### config.mk
export PLATFORM = sky130hd
export DESIGN_NAME = mas_access_queue_flat
export DESIGN_NICKNAME = d
export VERILOG_FILES = /design/src/rtl/mas_access_queue_pkg.sv /design/src/rtl/mas_access_queue_if.sv /design/src/rtl/mas_access_queue_fifo.sv /design/src/rtl/mas_access_queue.sv /design/src/flat_wrapper.sv
export SDC_FILE = /design/constraint.sdc
export NUM_CORES = 1
export LEC_CHECK = 0
export ABC_AREA = 1
export CAP_MARGIN = 15
export CORE_UTILIZATION = 50
export DETAILED_ROUTE_END_ITERATION = 12
export PLACE_DENSITY = 0.75
export SLEW_MARGIN = 20
export SYNTH_ARGS = -nofsm -noshare
export SYNTH_HDL_FRONTEND = slang
export SYNTH_SLANG_ARGS = --single-unit
### constraint.sdc
create_clock -name clk -period 6.03 [get_ports clk]
set_input_delay 1.5075 -clock clk [delete_from_list [all_inputs] [get_ports clk]]
set_output_delay 1.5075 -clock clk [all_outputs]
set_load 0.005 [all_outputs]
### src/rtl/mas_access_queue_pkg.sv
// rtl/mas_access_queue_pkg.sv - shared types and constants for the access-queue stage
// Default widths and depth, the request word layout {we, addr, wdata} and the
// FSM state encoding. Shared with the servicer tree and the requesters.
package mas_access_queue_pkg;

  localparam int MAS_ADDR_WIDTH = 32;
  localparam int MAS_DATA_WIDTH = 64;
  localparam int MAS_DEPTH      = 4;
  localparam int MAS_TIMEOUT    = 255;

  // Request word as carried on in_data; 'we' is the MSB.
  typedef struct packed {
    logic                      we;
    logic [MAS_ADDR_WIDTH-1:0] addr;
    logic [MAS_DATA_WIDTH-1:0] wdata;
  } mas_req_t;

  typedef enum logic [1:0] {
    MAS_IDLE  = 2'd0,
    MAS_ISSUE = 2'd1,
    MAS_WAIT  = 2'd2
  } mas_state_e;

  // Plain constants with the same encoding as mas_state_e, for the FSM register.
  localparam logic [1:0] ST_IDLE  = 2'd0;
  localparam logic [1:0] ST_ISSUE = 2'd1;
  localparam logic [1:0] ST_WAIT  = 2'd2;

endpackage

### src/rtl/mas_access_queue_if.sv
// rtl/mas_access_queue_if.sv - tree, memory-port and response bundle of the access queue
// Ports (master = queue side):
//   in_active/in_data in, in_ready out        : request input from the tree
//   mem_req/we/addr/wdata out, mem_ack,
//   mem_rvalid, mem_rdata in                   : single memory port
//   rsp_valid/we/data/err out                  : one-cycle response strobe
//   count out                                  : FIFO occupancy
interface mas_access_queue_if
  import mas_access_queue_pkg::*;
#(
  parameter int ADDR_WIDTH = MAS_ADDR_WIDTH,
  parameter int DATA_WIDTH = MAS_DATA_WIDTH,
  parameter int DEPTH      = MAS_DEPTH
);

  localparam int REQ_WIDTH = 1 + ADDR_WIDTH + DATA_WIDTH;
  localparam int CNT_WIDTH = $clog2(DEPTH) + 1;

  logic                  in_active;
  logic [REQ_WIDTH-1:0]  in_data;
  logic                  in_ready;

  logic                  mem_req;
  logic                  mem_we;
  logic [ADDR_WIDTH-1:0] mem_addr;
  logic [DATA_WIDTH-1:0] mem_wdata;
  logic                  mem_ack;
  logic                  mem_rvalid;
  logic [DATA_WIDTH-1:0] mem_rdata;

  logic                  rsp_valid;
  logic                  rsp_we;
  logic [DATA_WIDTH-1:0] rsp_data;
  logic                  rsp_err;

  logic [CNT_WIDTH-1:0]  count;

  modport master (
    input  in_active, in_data, mem_ack, mem_rvalid, mem_rdata,
    output in_ready, mem_req, mem_we, mem_addr, mem_wdata,
           rsp_valid, rsp_we, rsp_data, rsp_err, count
  );

  modport slave (
    output in_active, in_data, mem_ack, mem_rvalid, mem_rdata,
    input  in_ready, mem_req, mem_we, mem_addr, mem_wdata,
           rsp_valid, rsp_we, rsp_data, rsp_err, count
  );

endinterface

### src/rtl/mas_access_queue_fifo.sv
// rtl/mas_access_queue_fifo.sv - request FIFO for the access queue
// Ports:
//   clk, rst_n            : clock, asynchronous active-low reset
//   i_push, i_data        : write side (ignored when full)
//   i_pop, o_data         : read side, o_data is the current head (ignored when empty)
//   o_full, o_empty       : registered-count status flags
//   o_count               : occupancy, 0..DEPTH
module mas_access_queue_fifo #(
  parameter int WIDTH = 8,
  parameter int DEPTH = 4
) (
  input  logic                     clk,
  input  logic                     rst_n,
  input  logic                     i_push,
  input  logic [WIDTH-1:0]         i_data,
  input  logic                     i_pop,
  output logic [WIDTH-1:0]         o_data,
  output logic                     o_full,
  output logic                     o_empty,
  output logic [$clog2(DEPTH):0]   o_count
);

  localparam int AW = $clog2(DEPTH);
  localparam int CW = AW + 1;
  localparam logic [AW:0] FULL_CNT = CW'(DEPTH);

  logic [WIDTH-1:0] r_mem [DEPTH];
  logic [AW-1:0]    r_wptr;
  logic [AW-1:0]    r_rptr;
  logic [AW:0]      r_count;
  logic             w_do_push;
  logic             w_do_pop;

  assign w_do_push = i_push && (r_count != FULL_CNT);
  assign w_do_pop  = i_pop && (r_count != '0);

  // Storage needs no reset: entries are only read after being written.
  always_ff @(posedge clk) begin
    if (w_do_push) begin
      r_mem[r_wptr] <= i_data;
    end
  end

  // DEPTH is a power of two, so pointer overflow is the modulo wrap.
  always_ff @(posedge clk or negedge rst_n) begin
    if (!rst_n) begin
      r_wptr  <= '0;
      r_rptr  <= '0;
      r_count <= '0;
    end else begin
      if (w_do_push) begin
        r_wptr <= r_wptr + 1'b1;
      end
      if (w_do_pop) begin
        r_rptr <= r_rptr + 1'b1;
      end
      case ({w_do_push, w_do_pop})
        2'b10:   r_count <= r_count + 1'b1;
        2'b01:   r_count <= r_count - 1'b1;
        default: r_count <= r_count;
      endcase
    end
  end

  assign o_data  = r_mem[r_rptr];
  assign o_full  = (r_count == FULL_CNT);
  assign o_empty = (r_count == '0);
  assign o_count = r_count;

endmodule

### src/rtl/mas_access_queue.sv
// rtl/mas_access_queue.sv - buffers tree winners and drives them onto one memory port
// Ports:
//   clk, rst_n : clock, asynchronous active-low reset
//   bus        : mas_access_queue_if.master
//                in_active/in_data/in_ready   request input with back-pressure
//                mem_req/we/addr/wdata        request held until mem_ack
//                mem_ack/mem_rvalid/mem_rdata memory handshake and read data
//                rsp_valid/we/data/err        one-cycle response strobe
//                count                        FIFO occupancy
module mas_access_queue
  import mas_access_queue_pkg::*;
#(
  parameter int ADDR_WIDTH = MAS_ADDR_WIDTH,
  parameter int DATA_WIDTH = MAS_DATA_WIDTH,
  parameter int DEPTH      = MAS_DEPTH,
  parameter int TIMEOUT    = MAS_TIMEOUT
) (
  input  logic              clk,
  input  logic              rst_n,
  mas_access_queue_if.master bus
);

  localparam int REQ_WIDTH = 1 + ADDR_WIDTH + DATA_WIDTH;
  localparam int CNT_WIDTH = $clog2(DEPTH) + 1;
  localparam logic [7:0] TIMEOUT_LIM = 8'(TIMEOUT);

  logic                  w_push;
  logic                  w_pop;
  logic                  w_full;
  logic                  w_empty;
  logic [REQ_WIDTH-1:0]  w_head;
  logic [CNT_WIDTH-1:0]  w_count;
  logic [7:0]            w_timer_inc;

  logic [1:0]            r_state;
  logic [7:0]            r_timer;
  logic                  r_mem_req;
  logic                  r_mem_we;
  logic [ADDR_WIDTH-1:0] r_mem_addr;
  logic [DATA_WIDTH-1:0] r_mem_wdata;
  logic                  r_rsp_valid;
  logic                  r_rsp_we;
  logic [DATA_WIDTH-1:0] r_rsp_data;
  logic                  r_rsp_err;

  // in_ready comes from the registered count only, so a pop in the same
  // cycle never frees a slot for a push at full.
  assign w_push = bus.in_active && !w_full;
  // Popping only from IDLE forces one idle cycle between transactions.
  assign w_pop  = (r_state == ST_IDLE) && !w_empty;
  assign w_timer_inc = r_timer + 8'd1;

  mas_access_queue_fifo #(
    .WIDTH (REQ_WIDTH),
    .DEPTH (DEPTH)
  ) u_fifo (
    .clk     (clk),
    .rst_n   (rst_n),
    .i_push  (w_push),
    .i_data  (bus.in_data),
    .i_pop   (w_pop),
    .o_data  (w_head),
    .o_full  (w_full),
    .o_empty (w_empty),
    .o_count (w_count)
  );

  always_ff @(posedge clk or negedge rst_n) begin
    if (!rst_n) begin
      r_state     <= ST_IDLE;
      r_timer     <= '0;
      r_mem_req   <= 1'b0;
      r_mem_we    <= 1'b0;
      r_mem_addr  <= '0;
      r_mem_wdata <= '0;
      r_rsp_valid <= 1'b0;
      r_rsp_we    <= 1'b0;
      r_rsp_data  <= '0;
      r_rsp_err   <= 1'b0;
    end else begin
      // Response flags are pulses: cleared unless set again below.
      r_rsp_valid <= 1'b0;
      r_rsp_we    <= 1'b0;
      r_rsp_err   <= 1'b0;
      case (r_state)
        ST_IDLE: begin
          if (!w_empty) begin
            r_mem_we    <= w_head[REQ_WIDTH-1];
            r_mem_addr  <= w_head[DATA_WIDTH +: ADDR_WIDTH];
            r_mem_wdata <= w_head[DATA_WIDTH-1:0];
            r_mem_req   <= 1'b1;
            r_state     <= ST_ISSUE;
          end
        end
        ST_ISSUE: begin
          if (bus.mem_ack) begin
            r_mem_req <= 1'b0;
            if (r_mem_we) begin
              r_rsp_valid <= 1'b1;
              r_rsp_we    <= 1'b1;
              r_rsp_data  <= '0;
              r_state     <= ST_IDLE;
            end else if (bus.mem_rvalid) begin
              r_rsp_valid <= 1'b1;
              r_rsp_data  <= bus.mem_rdata;
              r_state     <= ST_IDLE;
            end else begin
              r_timer <= '0;
              r_state <= ST_WAIT;
            end
          end
        end
        ST_WAIT: begin
          if (bus.mem_rvalid) begin
            r_rsp_valid <= 1'b1;
            r_rsp_data  <= bus.mem_rdata;
            r_state     <= ST_IDLE;
          end else if (w_timer_inc == TIMEOUT_LIM) begin
            // Abort after TIMEOUT waiting cycles; a late rvalid is then ignored.
            r_rsp_valid <= 1'b1;
            r_rsp_err   <= 1'b1;
            r_rsp_data  <= '0;
            r_timer     <= w_timer_inc;
            r_state     <= ST_IDLE;
          end else begin
            r_timer <= w_timer_inc;
          end
        end
        default: begin
          r_mem_req <= 1'b0;
          r_state   <= ST_IDLE;
        end
      endcase
    end
  end

  assign bus.in_ready  = !w_full;
  assign bus.mem_req   = r_mem_req;
  assign bus.mem_we    = r_mem_we;
  assign bus.mem_addr  = r_mem_addr;
  assign bus.mem_wdata = r_mem_wdata;
  assign bus.rsp_valid = r_rsp_valid;
  assign bus.rsp_we    = r_rsp_we;
  assign bus.rsp_data  = r_rsp_data;
  assign bus.rsp_err   = r_rsp_err;
  assign bus.count     = w_count;

endmodule

### src/flat_wrapper.sv
// flat-port wrapper written by rule: the top's interface ports become plain ports
module mas_access_queue_flat import mas_access_queue_pkg::*;
#(
  parameter int ADDR_WIDTH = MAS_ADDR_WIDTH,
  parameter int DATA_WIDTH = MAS_DATA_WIDTH,
  parameter int DEPTH      = MAS_DEPTH,
  parameter int TIMEOUT    = MAS_TIMEOUT
)
  (clk, rst_n, bus_in_active, bus_in_data, bus_mem_ack, bus_mem_rvalid, bus_mem_rdata, bus_in_ready, bus_mem_req, bus_mem_we, bus_mem_addr, bus_mem_wdata, bus_rsp_valid, bus_rsp_we, bus_rsp_data, bus_rsp_err, bus_count);
  mas_access_queue_if #(.ADDR_WIDTH(ADDR_WIDTH), .DATA_WIDTH(DATA_WIDTH), .DEPTH(DEPTH)) bus_i ();
  input  logic clk;
  input  logic rst_n;
  input wire logic [$bits(bus_i.in_active)-1:0] bus_in_active;
  input wire logic [$bits(bus_i.in_data)-1:0] bus_in_data;
  input wire logic [$bits(bus_i.mem_ack)-1:0] bus_mem_ack;
  input wire logic [$bits(bus_i.mem_rvalid)-1:0] bus_mem_rvalid;
  input wire logic [$bits(bus_i.mem_rdata)-1:0] bus_mem_rdata;
  output wire logic [$bits(bus_i.in_ready)-1:0] bus_in_ready;
  output wire logic [$bits(bus_i.mem_req)-1:0] bus_mem_req;
  output wire logic [$bits(bus_i.mem_we)-1:0] bus_mem_we;
  output wire logic [$bits(bus_i.mem_addr)-1:0] bus_mem_addr;
  output wire logic [$bits(bus_i.mem_wdata)-1:0] bus_mem_wdata;
  output wire logic [$bits(bus_i.rsp_valid)-1:0] bus_rsp_valid;
  output wire logic [$bits(bus_i.rsp_we)-1:0] bus_rsp_we;
  output wire logic [$bits(bus_i.rsp_data)-1:0] bus_rsp_data;
  output wire logic [$bits(bus_i.rsp_err)-1:0] bus_rsp_err;
  output wire logic [$bits(bus_i.count)-1:0] bus_count;
  assign bus_i.in_active = bus_in_active;
  assign bus_i.in_data = bus_in_data;
  assign bus_i.mem_ack = bus_mem_ack;
  assign bus_i.mem_rvalid = bus_mem_rvalid;
  assign bus_i.mem_rdata = bus_mem_rdata;
  assign bus_in_ready = bus_i.in_ready;
  assign bus_mem_req = bus_i.mem_req;
  assign bus_mem_we = bus_i.mem_we;
  assign bus_mem_addr = bus_i.mem_addr;
  assign bus_mem_wdata = bus_i.mem_wdata;
  assign bus_rsp_valid = bus_i.rsp_valid;
  assign bus_rsp_we = bus_i.rsp_we;
  assign bus_rsp_data = bus_i.rsp_data;
  assign bus_rsp_err = bus_i.rsp_err;
  assign bus_count = bus_i.count;
  mas_access_queue #(.ADDR_WIDTH(ADDR_WIDTH), .DATA_WIDTH(DATA_WIDTH), .DEPTH(DEPTH), .TIMEOUT(TIMEOUT)) u_core (.clk(clk), .rst_n(rst_n), .bus(bus_i));
endmodule
# Word-level counts from Yosys, hierarchy flattened
# Memory sizes are Yosys's and may differ from the RTL's. A register that Yosys moved wholly into a read port is not among the register bits.
# Cells that the tools add are included.
# W data, S select, Z words.
[totals]
regBits = 85
latchBits = 0
ramBits = 388
rom_bits = 0
in_bits = 166
wordCells = 84
mem_count = 1
[classes]
n_addsub = 5
multipliers = 0
n_div = 0
order_cmp = 0
n_eq_ne = 14
shifts = 0
muxes = 35
bitwise = 2
n_reduce_logical = 17
[mem_list]
columns = ["memory", "depth", "word_bits", "read_ports", "rd_clocked_by_memory_dff", "wr", "line", "text"]
rows = [
  ["u_core.u_fifo.r_mem", 4, 97, 1, 1, 1, "mas_access_queue_fifo.sv:27", "logic [WIDTH-1:0] r_mem [DEPTH];"],
]
[op_table]
columns = ["cell", "n"]
rows = [
  ["$mux W64", 5],
  ["$pmux W64 S2", 1],
  ["$mux W8", 4],
  ["$pmux W8 S2", 1],
  ["$mux W1", 14],
  ["$mux W2", 6],
  ["$ne A2 B2 Y1 const B", 5],
  ["$add A8 B1 Y8 const B", 1],
  ["$eq A8 B8 Y1 const B", 1],
  ["$ne A3 B2 Y1 const B", 2],
  ["$pmux W2 S3", 1],
  ["$pmux W3 S2", 1],
  ["$reduce_and A3 Y1", 2],
  ["$reduce_and A5 Y1", 1],
  ["$add A2 B1 Y2 const B", 2],
  ["$eq A2 B1 Y1 const B", 2],
  ["$eq A2 B2 Y1 const B", 2],
  ["$logic_and A1 B1 Y1", 4],
  ["$reduce_and A4 Y1", 1],
  ["$reduce_bool A2 Y1", 2],
  ["$add A3 B1 Y3 const B", 1],
  ["$eq A3 B3 Y1 const B", 1],
  ["$logic_not A1 Y1", 3],
  ["$logic_not A3 Y1", 1],
  ["8 further kinds", 9],
]

# Depth between registers and ports, before layout
# Gate-level depths: netlist of the first run.
[depth]
depth_word = 6
mapped_depth = 13

# Hierarchy
# Synthesis of the first run repeated with hierarchy kept, for this count alone.
[unflattened]
cells_unflattened = 2134
area_unflattened_um2 = 24404.7
[by_module_without_submodules]
columns = ["mod", "n_inst", "cells_per_inst", "area_each_um2", "seq_area_each_um2"]
rows = [
  ["mas_access_queue_fifo", 1, 1193, 16764.8, 11826.3],
  ["mas_access_queue", 1, 941, 7639.8, 4379.2],
]

# Least setup slack after synthesis of the first run
# No wires, ideal clock.
[synth_timing]
path_type = "input to register"
startpoint = "input port bus_in_active"
endpoint = "memory u_core.u_fifo.r_mem[0][0] (netlist name) (enable)"
setup_ps = 554
arrival_ps = 5728
t_required_ps = 5476
path_slack_ps = -252
stages = 2
path_cell_list = "nand2_1 > nor2_1"
[synth_via]
elab_chain_cells = 4
[synth_lines]
columns = ["element", "line", "text"]
rows = [
  ["start: declaration", "flat_wrapper.sv:13", "input wire logic [$bits(bus_i.in_active)-1:0] bus_in_active;"],
  ["$logic_and A1 B1 Y1", "mas_access_queue.sv:48", "assign w_push = bus.in_active && !w_full;"],
  ["$logic_and A1 B1 Y1", "mas_access_queue_fifo.sv:34", "assign w_do_push = i_push && (r_count != FULL_CNT);"],
  ["$mux W1", "mas_access_queue_fifo.sv:39", "if (w_do_push) begin"],
  ["$mux W1 (implied by the code)", "mas_access_queue_fifo.sv:40", "r_mem[r_wptr] <= i_data;"],
  ["end: declaration", "mas_access_queue_fifo.sv:27", ""],
]
# Every way passes these cells.

# Worst setup path after layout of the first run
[layout_timing]
startpoint = "input port bus_in_active"
endpoint = "memory u_core.u_fifo.r_mem[0][95] (netlist name) (enable)"
# Same word-level chain as after synthesis.

==> results of run 1 <==
per-stage QoR:
stage          setup TNS, ns  worst slack (ns)
2_1_floorplan         -97.72            -0.252
3_3_place_gp               0              1.95
3_5_place_dp               0              1.97
4_1_cts                    0              2.61
5_1_grt                    0              2.49
6_report                   0              2.57
flip-flops by register name (all words and copies together) (netlist names):
signal	flops
u_core.bus.rsp_data	64
u_core.bus.mem_wdata	64
u_core.bus.mem_addr	32
u_core.u_fifo.r_rptr	2
u_core.u_fifo.r_mem	388
u_core.u_fifo.o_count	3
u_core.bus.mem_we	1
u_core.r_state	2
u_core.bus.rsp_err	1
u_core.bus.mem_req	1
u_core.u_fifo.r_wptr	2
u_core.r_timer	8
u_core.bus.rsp_we	1
u_core.bus.rsp_valid	1
power breakdown:
group          total, mW  switching, mW  internal (mW)  leakage (nW)
clock network       3.46           1.45           2.02         0.900
registers           5.97          0.601           5.37          5.73
logic               5.31           3.21           2.10          3.97
metal layers:
metal	wire [µm]	vias to the layer above	global-route usage
met5	52	-	0
met4	1430	8	0.0914
met3	4540	91	0.0572
met2	25900	613	0.382
met1	22100	7380	0.300
li1	-	7125	-
worst max-delay path, stage by stage:
cell             delay [ns]
clkdlybuf4s50_1        0.46
nand2_1                0.35
nor2_4                 0.95
buf_4                  0.42
final timing paths:
path | depth (start not counted) | to | slack, ns
max in group asynchronous | 2 | u_core.bus.mem_addr[31]$_DFFE_PN0P_ | 3.78
hold / removal | 2 | u_core.bus.rsp_data[24]$_DFFE_PN0P_ | 0.47
setup / recovery | 4 | u_core.u_fifo.r_mem[0][95]$_DFFE_PP_ | 2.57
setup reg to reg | 10 | u_core.bus.rsp_data[33]$_DFFE_PN0P_ | 2.99
min in group asynchronous | 1 | u_core.bus.mem_addr[10]$_DFFE_PN0P_ | 0.87
hold reg to reg | 2 | u_core.bus.rsp_data[24]$_DFFE_PN0P_ | 0.47
cell type report:
type | count | share of cell area
well taps | 592 | 0.0265
diodes | 6 | 0.000537
inverters | 94 | 0.0129
multi-input cells | 1136 | 0.188
flip-flops and latches | 570 | 0.580
repair buffers | 351 | 0.126
clock buffers | 76 | 0.0539
clock inverters | 30 | 0.0119
synth_stat cells:
| cell | number |
|---|---|
| clkbuf_1 | 54 |
| nand2_4 | 2 |
| xor2_1 | 5 |
| buf_4 | 3 |
| buf_1 | 8 |
| nand4_1 | 1 |
| edfxtp_1 | 388 |
| ha_1 | 10 |
| a31oi_2 | 1 |
| o21ai_1 | 4 |
| buf_2 | 43 |
| o21bai_1 | 1 |
| nand2_1 | 161 |
| fa_1 | 1 |
| nor2_2 | 3 |
| dfrtp_1 | 182 |
| xnor2_1 | 1 |
| nand3_1 | 43 |
| nor3_2 | 1 |
| inv_1 | 86 |
| nor2_4 | 1 |
| inv_2 | 8 |
| buf_8 | 1 |
| o21ai_0 | 201 |
| a31oi_1 | 96 |
| nor2_1 | 560 |
| a21oi_1 | 5 |
| buf_12 | 3 |
| nand2_2 | 4 |
| nand3_2 | 29 |
| o22ai_1 | 6 |
kinds of logic (layout without fill, tap and decap cells):
family          after synthesis  count (layout)  share of synthesized area
fa+ha+maj                    11              11                    0.00650
compound gates              314             314                     0.0766
xor+xnor                      6               6                    0.00235
buf+inv                     206             551                     0.0403
other cells                   0               6                          0
flops                       570             570                      0.726
simple gates                805             805                      0.148
==> run metrics, run 1 <==
critical path class=input port to register; setup violators final=0; TritonCTS clock tree=done; worst skew pair latency=0.61 ns; chip width=213 µm; area of the multi-input gates=5270 µm²; # port buffers=334; first-pass GRT wire length=80.4 mm; Num CTS Buffers=56; Post-Synthesis Cells=1912; die area=45500 µm²; initial antenna violation count=9; #FFs+latches synth=570; Hold WC Path Type=register to register; CP Data Arrival Time=3.74 ns; IR drop worst, VDD=380 µV; Pleak=10.6 nW; Detailed Route WL=54.0 mm; postcts setup bufs=0; worst slew pin tran=1.08 ns; Root Driver=clkbuf_16; Remaining Overflow, GRT=0; Hold Startpoint=u_core.bus.rsp_data[24]$_DFFE_PN0P_; hold buffers post-CTS=0; mapped cell area=22300 µm²; num rows=77; Fin. Hold Viols=0; routed len/inst=18.9 µm; IO Count=335; gr usage total=0.233; yosys warns=0; Resize count post-CTS=0; # clock sinks=570; CTS H-tree lvls=2; Area Growth Syn to Fin=25.3%; syn_nets=2089; CP startpoint kind=input port; Filler Cell Count=3337; CP required=6.31 ns; routed vias=15200; vias in the first global route=14700; hpwl dp=31.3 mm; Power Total=14.7 mW; layout cells sized above 1=0.0691; clock slew seen by the registers of the worst setup and hold paths=0.06 ns; Final #Nets=2386; Syn Area/Cell=11.7 µm²; Tmin final=3.46 ns; most common cell after layout, fill and taps aside=nor2_1; Critical path origin=bus_in_active; final non-filler cell total=2855; placed cells=2743; post-synth top area share=0.522; reg2reg start=u_core.r_timer[0]$_DFFE_PN0P_; dpl cell area=26100 µm²; critical-path maximum fanout=32; Fin Hold WS=0.471 ns; Fmax=289 MHz; Max Slew Vio Count=0; Worst Clk Skew=0.0136 ns; top post-synthesis cells by area=edfxtp_1, dfrtp_1, nor2_1; fin util=0.634; initial drt markers=1320; Die Span Y=213 µm; Slew headroom=0.280; first-pass detailed-route iteration total=7; vias per cell=5.33; status=completed; number of max-cap violations=0; fin crit share=0.573; PwrDens=527 nW/µm²; core outline area=44100 µm²; most frequent cells in the layout=nor2_1, edfxtp_1, clkdlybuf4s50_1, o21ai_0, dfrtp_1; Register Area=16200 µm²; RSZ-0062 raised after global routing=false; Yosys top cell by area=edfxtp_1; Distinct cells, synth=31; register area share after synthesis=0.726; remaining antenna violation count=0; CP endpoint kind=register; maximum root-to-sink buffer count=3; pin count of the biggest net entering global routing=122; Initial Util=0.506; Finished Cell Area=28000 µm²; global placement routability congestion=0.786; Remaining DRCs=0
No activity file was read; power rests on OpenSTA's default activity.
==> inputs of run 2 (changes only) <==
--- a/config.mk
+++ b/config.mk
@@ -7,9 +7,9 @@
 export LEC_CHECK = 0
 export ABC_AREA = 1
 export CAP_MARGIN = 15
-export CORE_UTILIZATION = 50
+export CORE_UTILIZATION = 49
 export DETAILED_ROUTE_END_ITERATION = 12
-export PLACE_DENSITY = 0.75
+export PLACE_DENSITY = 0.76
 export SLEW_MARGIN = 20
 export SYNTH_ARGS = -nofsm -noshare
 export SYNTH_HDL_FRONTEND = slang
==> constraint.sdc (replaced) <==
create_clock -name clk -period 2.86 [get_ports clk]
set_input_delay 0.715 -clock clk [delete_from_list [all_inputs] [get_ports clk]]
set_output_delay 0.715 -clock clk [all_outputs]
set_load 0.005 [all_outputs]
==> run 2 against run 1 <==
Effect of this change: wire length fell by 0.67%; core utilization rose by 0.32 points; worst hold slack got worse by 0.39 ns; largest cell class unchanged.
==> run metrics, run 2 (synthesized netlist as in run 1, its figures left out) <==
status=completed; fin crit share=0.864; vias in the first global route=15300; die area=46400 µm²; initial antenna violation count=8; Detailed Route WL=53.7 mm; CP endpoint kind=output port; pin count of the biggest net entering global routing=197; CTS H-tree lvls=2; placed cells=2763; routed len/inst=18.7 µm; CP required=2.14 ns; first-pass detailed-route iteration total=5; IR drop worst, VDD=1160 µV; remaining antenna violation count=0; CP Data Arrival Time=1.76 ns; Fin. Hold Viols=0; Die Span Y=215 µm; Max Slew Vio Count=0; Finished Cell Area=28400 µm²; clock slew seen by the registers of the worst setup and hold paths=0.06 ns; Setup WS post-layout=0.389 ns; Resize count post-CTS=0; critical-path maximum fanout=4; dpl cell area=26500 µm²; reg2reg start=u_core.r_timer[0]$_DFFE_PN0P_; routed vias=15200; worst skew pair latency=0.61 ns; Initial Util=0.500; Remaining DRCs=0; # port buffers=334; Hold WC Path Type=input port to async pin; initial drt markers=1293; Num CTS Buffers=57; final non-filler cell total=2871; Remaining Overflow, GRT=0; hpwl dp=31.7 mm; chip width=215 µm; Pleak=10.8 nW; Fmax=405 MHz; RSZ-0062 raised after global routing=false; Root Driver=clkbuf_16; postcts setup bufs=0; core outline area=44600 µm²; DP Worst Slack=0.221 ns; Tmin final=2.47 ns; Worst Clk Skew=0.0162 ns; IO Count=335; Final #Nets=2407; Final TNS setup=0 ns; most common cell after layout, fill and taps aside=nor2_1; first-pass GRT wire length=84.1 mm; CP startpoint kind=register; setup violators final=0; Power Total=31.8 mW; gr usage total=0.233; largest reg by FF count=u_core.u_fifo.r_mem; Area Growth Syn to Fin=27.3%; # clock sinks=570; layout cells sized above 1=0.0804; num rows=77; Slew headroom=0.338; max FFs per register=388; maximum root-to-sink buffer count=3; TritonCTS clock tree=done; hold buffers post-CTS=0; vias per cell=5.30; Fin Hold WS=0.0767 ns; fin util=0.637; worst reg2reg path endpoint=u_core.bus.rsp_data[29]$_DFFE_PN0P_; critical path class=register to output port; most frequent cells in the layout=nor2_1, edfxtp_1, clkdlybuf4s50_1, o21ai_0, dfrtp_1; worst slew pin tran=0.993 ns; number of max-cap violations=0; PwrDens=1120 nW/µm²; r2r setup slk=0.62 ns; cell count of the worst reg-to-reg path=10; global placement routability congestion=0.878
## run 2: cell types whose count changed in the layout (fill, tap and decap cells not counted), sizes merged, moves of 2 or more
cell	change
buf	+20
clkinvlp	+2
clkinv	-2
clkbuf	-3
bufinv	+2
diode	-4
## run 2: power by group
group	internal [mW]	switching [mW]	total (mW)	leakage, nW
Clock	4.56	3.13	7.68	0.954
Combinational	4.77	7.01	11.8	4.14
Sequential	11.3	1.07	12.4	5.73
## run 2: worst max-delay path by stage
stage                                                     from                                   to  slack [ns]  cells past startpoint
final                     u_core.u_fifo.o_count[0]$_DFFE_PN0P_                         bus_in_ready        0.39                      3
after global routing      u_core.u_fifo.o_count[0]$_DFFE_PN0P_                         bus_in_ready        0.31                      3
after CTS                 u_core.u_fifo.o_count[0]$_DFFE_PN0P_                         bus_in_ready        0.36                      3
after detailed placement                        bus_mem_rvalid  u_core.bus.rsp_data[17]$_DFFE_PN0P_        0.22                      8
after global placement                          bus_mem_rvalid  u_core.bus.rsp_data[26]$_DFFE_PN0P_        0.35                      8
after floorplan                                  bus_in_active  u_core.u_fifo.r_mem[0][0]$_DFFE_PP_       -1.04                      2
## run 2: layout make-up
class	instances	area [µm²]
Antenna cell	2	5.00
Clock buffer	73	1550
Clock inverter	33	397
Fill cell	3297	16200
Inverter	94	360
Multi-Input combinational cell	1136	5270
Sequential cell	570	16200
Tap cell	592	741
Timing Repair Buffer	371	3870
## run 2: critical path: stages (launching register included)
cell             delay [ns]
dfrtp_1                0.41
inv_2                  0.10
nand3_1                0.13
clkdlybuf4s50_1        0.51
## run 2: routing by layer
metal | part of all wire | track usage | vias up
met5 | 0.0012 | 0 | -
met4 | 0.028 | 0.0884 | 10
met3 | 0.084 | 0.0629 | 105
met2 | 0.49 | 0.389 | 587
met1 | 0.40 | 0.290 | 7343
li1 | - | - | 7164
==> inputs of run 3 (changes only) <==
--- a/config.mk
+++ b/config.mk
@@ -10,6 +10,7 @@
 export CORE_UTILIZATION = 49
 export DETAILED_ROUTE_END_ITERATION = 12
 export PLACE_DENSITY = 0.76
+export RECOVER_POWER = 25
 export SLEW_MARGIN = 20
 export SYNTH_ARGS = -nofsm -noshare
 export SYNTH_HDL_FRONTEND = slang
==> run 3 against run 2 <==
Effect of this change: sequential cell count is the same; sequential power is essentially flat; worst setup slack is essentially flat; combinational power is essentially flat; the flow now finishes with violations (capacitance limit, slew limit); via count grew 0.25%; wire length is essentially flat; critical path type unchanged; highest routed layer unchanged; critical endpoint unchanged; non-clock buffer count is the same; clock power is essentially flat; die area is the same; count of clock-buffer cells in the layout is the same.
==> run metrics, run 3 (synthesized netlist as in run 1, its figures left out) <==
status=complete, but fails checks; failing checks=capacitance limit, slew limit; clock slew seen by the registers of the worst setup and hold paths=0.06 ns; vias in the first global route=15300; routed len/inst=18.7 µm; first-pass detailed-route iteration total=5; CP startpoint kind=register; IO Count=335; sw frac=0.352; worst slew pin tran=1.52 ns; TritonCTS clock tree=done; Power Total=31.8 mW; PwrDens=1120 nW/µm²; global placement routability congestion=0.878; vias per cell=5.31; initial antenna violation count=12; CP required=2.14 ns; setup violators final=0; Worst Clk Skew=0.0138 ns; DP Worst Slack=0.221 ns; max FFs per register=388; die area=46400 µm²; initial drt markers=1299; worst skew pair latency=0.61 ns; Detailed Route WL=53.7 mm; IR drop worst, VDD=1160 µV; largest reg by FF count=u_core.u_fifo.r_mem; Final TNS setup=0 ns; hpwl dp=31.7 mm; chip width=215 µm; Setup WS post-layout=0.389 ns; postcts setup bufs=0; remaining antenna violation count=0; CP endpoint kind=output port; routed vias=15200; Root Driver=clkbuf_16; critical path class=register to output port; Initial Util=0.500; Tmin final=2.47 ns; Die Span Y=215 µm; maximum root-to-sink buffer count=3; core outline area=44600 µm²; Remaining Overflow, GRT=0; CTS H-tree lvls=2; Clk pwr share=0.242; Area Growth Syn to Fin=27.2%; Hold WC Path Type=register to register; pin count of the biggest net entering global routing=197; Fin. Hold Viols=0; Internal=20.6 mW; most frequent cells in the layout=nor2_1, edfxtp_1, clkdlybuf4s50_1, o21ai_0, dfrtp_1; # port buffers=334; layout cells sized above 1=0.0791; Filler Cell Count=3296; Remaining DRCs=0; Combinational Power Share=0.369; hold buffers post-CTS=0; Pleak=10.8 nW; # clock sinks=570; Resize count post-CTS=0; most common cell after layout, fill and taps aside=nor2_1; gr usage total=0.233; RSZ-0062 raised after global routing=false; Psw=11.2 mW; number of max-cap violations=1; Max Slew Vio Count=45; Final #Nets=2407; fin util=0.637; num rows=77; Fmax=405 MHz; critical-path maximum fanout=4; CP Data Arrival Time=1.76 ns; Slew headroom=-0.0165; Seq pwr share=0.389; fin crit share=0.864; Num CTS Buffers=57; first-pass GRT wire length=84.1 mm
==> run 3: area by class of cell <==
class	instances	area, µm²	area share
Inverter	94	360	0.0127
Antenna cell	4	10.0	0.000353
Clock inverter	33	397	0.0140
Timing Repair Buffer	371	3850	0.136
Sequential cell	570	16200	0.571
Tap cell	592	741	0.0261
Multi-Input combinational cell	1136	5270	0.186
Clock buffer	73	1550	0.0545
==> run 3: path summary, 6_finish.rpt <==
| kind | start | endpoint | slack, ns | cells after the start |
|---|---|---|---|---|
| min | u_core.bus.rsp_data[6]$_DFFE_PN0P_ | u_core.bus.rsp_data[6]$_DFFE_PN0P_ | 0.47 | 2 |
| min reg2reg | u_core.bus.rsp_data[6]$_DFFE_PN0P_ | u_core.bus.rsp_data[6]$_DFFE_PN0P_ | 0.47 | 2 |
| max in group asynchronous | rst_n | u_core.bus.mem_wdata[23]$_DFFE_PN0P_ | 0.82 | 2 |
| min in group asynchronous | rst_n | u_core.bus.mem_addr[10]$_DFFE_PN0P_ | 0.48 | 1 |
| max reg2reg | u_core.r_timer[0]$_DFFE_PN0P_ | u_core.bus.rsp_data[29]$_DFFE_PN0P_ | 0.63 | 10 |
| max | u_core.u_fifo.o_count[0]$_DFFE_PN0P_ | bus_in_ready | 0.39 | 3 |
==> run 3: power groups by stage <==
stage | logic (mW) | clock network, mW | registers (mW)
2_1_floorplan | 6.76 | 0 | 12.4
3_3_place_gp | 11.5 | 0 | 12.4
3_5_place_dp | 11.9 | 0 | 12.5
4_1_cts | 11.9 | 7.83 | 12.4
5_1_grt | 13.0 | 8.12 | 12.6
6_report | 11.8 | 7.69 | 12.4
==> run 3: through the flow <==
stage          cells  area, µm²  hold WS [ns]
2_1_floorplan   1912      22300         0.419
3_3_place_gp    2763      26500         0.453
3_5_place_dp    2763      26500         0.458
4_1_cts         2869      28400        0.0692
5_1_grt         2870      28400         0.488
6_report        2873      28400         0.468
==> run 3: critical path, cell delays in order, from the launching register on <==
cell	delay [ns]
dfrtp_1	0.41
inv_2	0.10
nand3_1	0.13
clkdlybuf4s50_1	0.51
==> run 3: layer usage <==
| layer | up-vias | wire length [µm] | share of wire | GRT usage |
|---|---|---|---|---|
| met5 | - | 106 | 0.0020 | 0 |
| li1 | 7170 | - | - | - |
| met2 | 590 | 26200 | 0.49 | 0.389 |
| met1 | 7359 | 21300 | 0.40 | 0.290 |
| met4 | 16 | 1520 | 0.028 | 0.0884 |
| met3 | 112 | 4550 | 0.085 | 0.0629 |
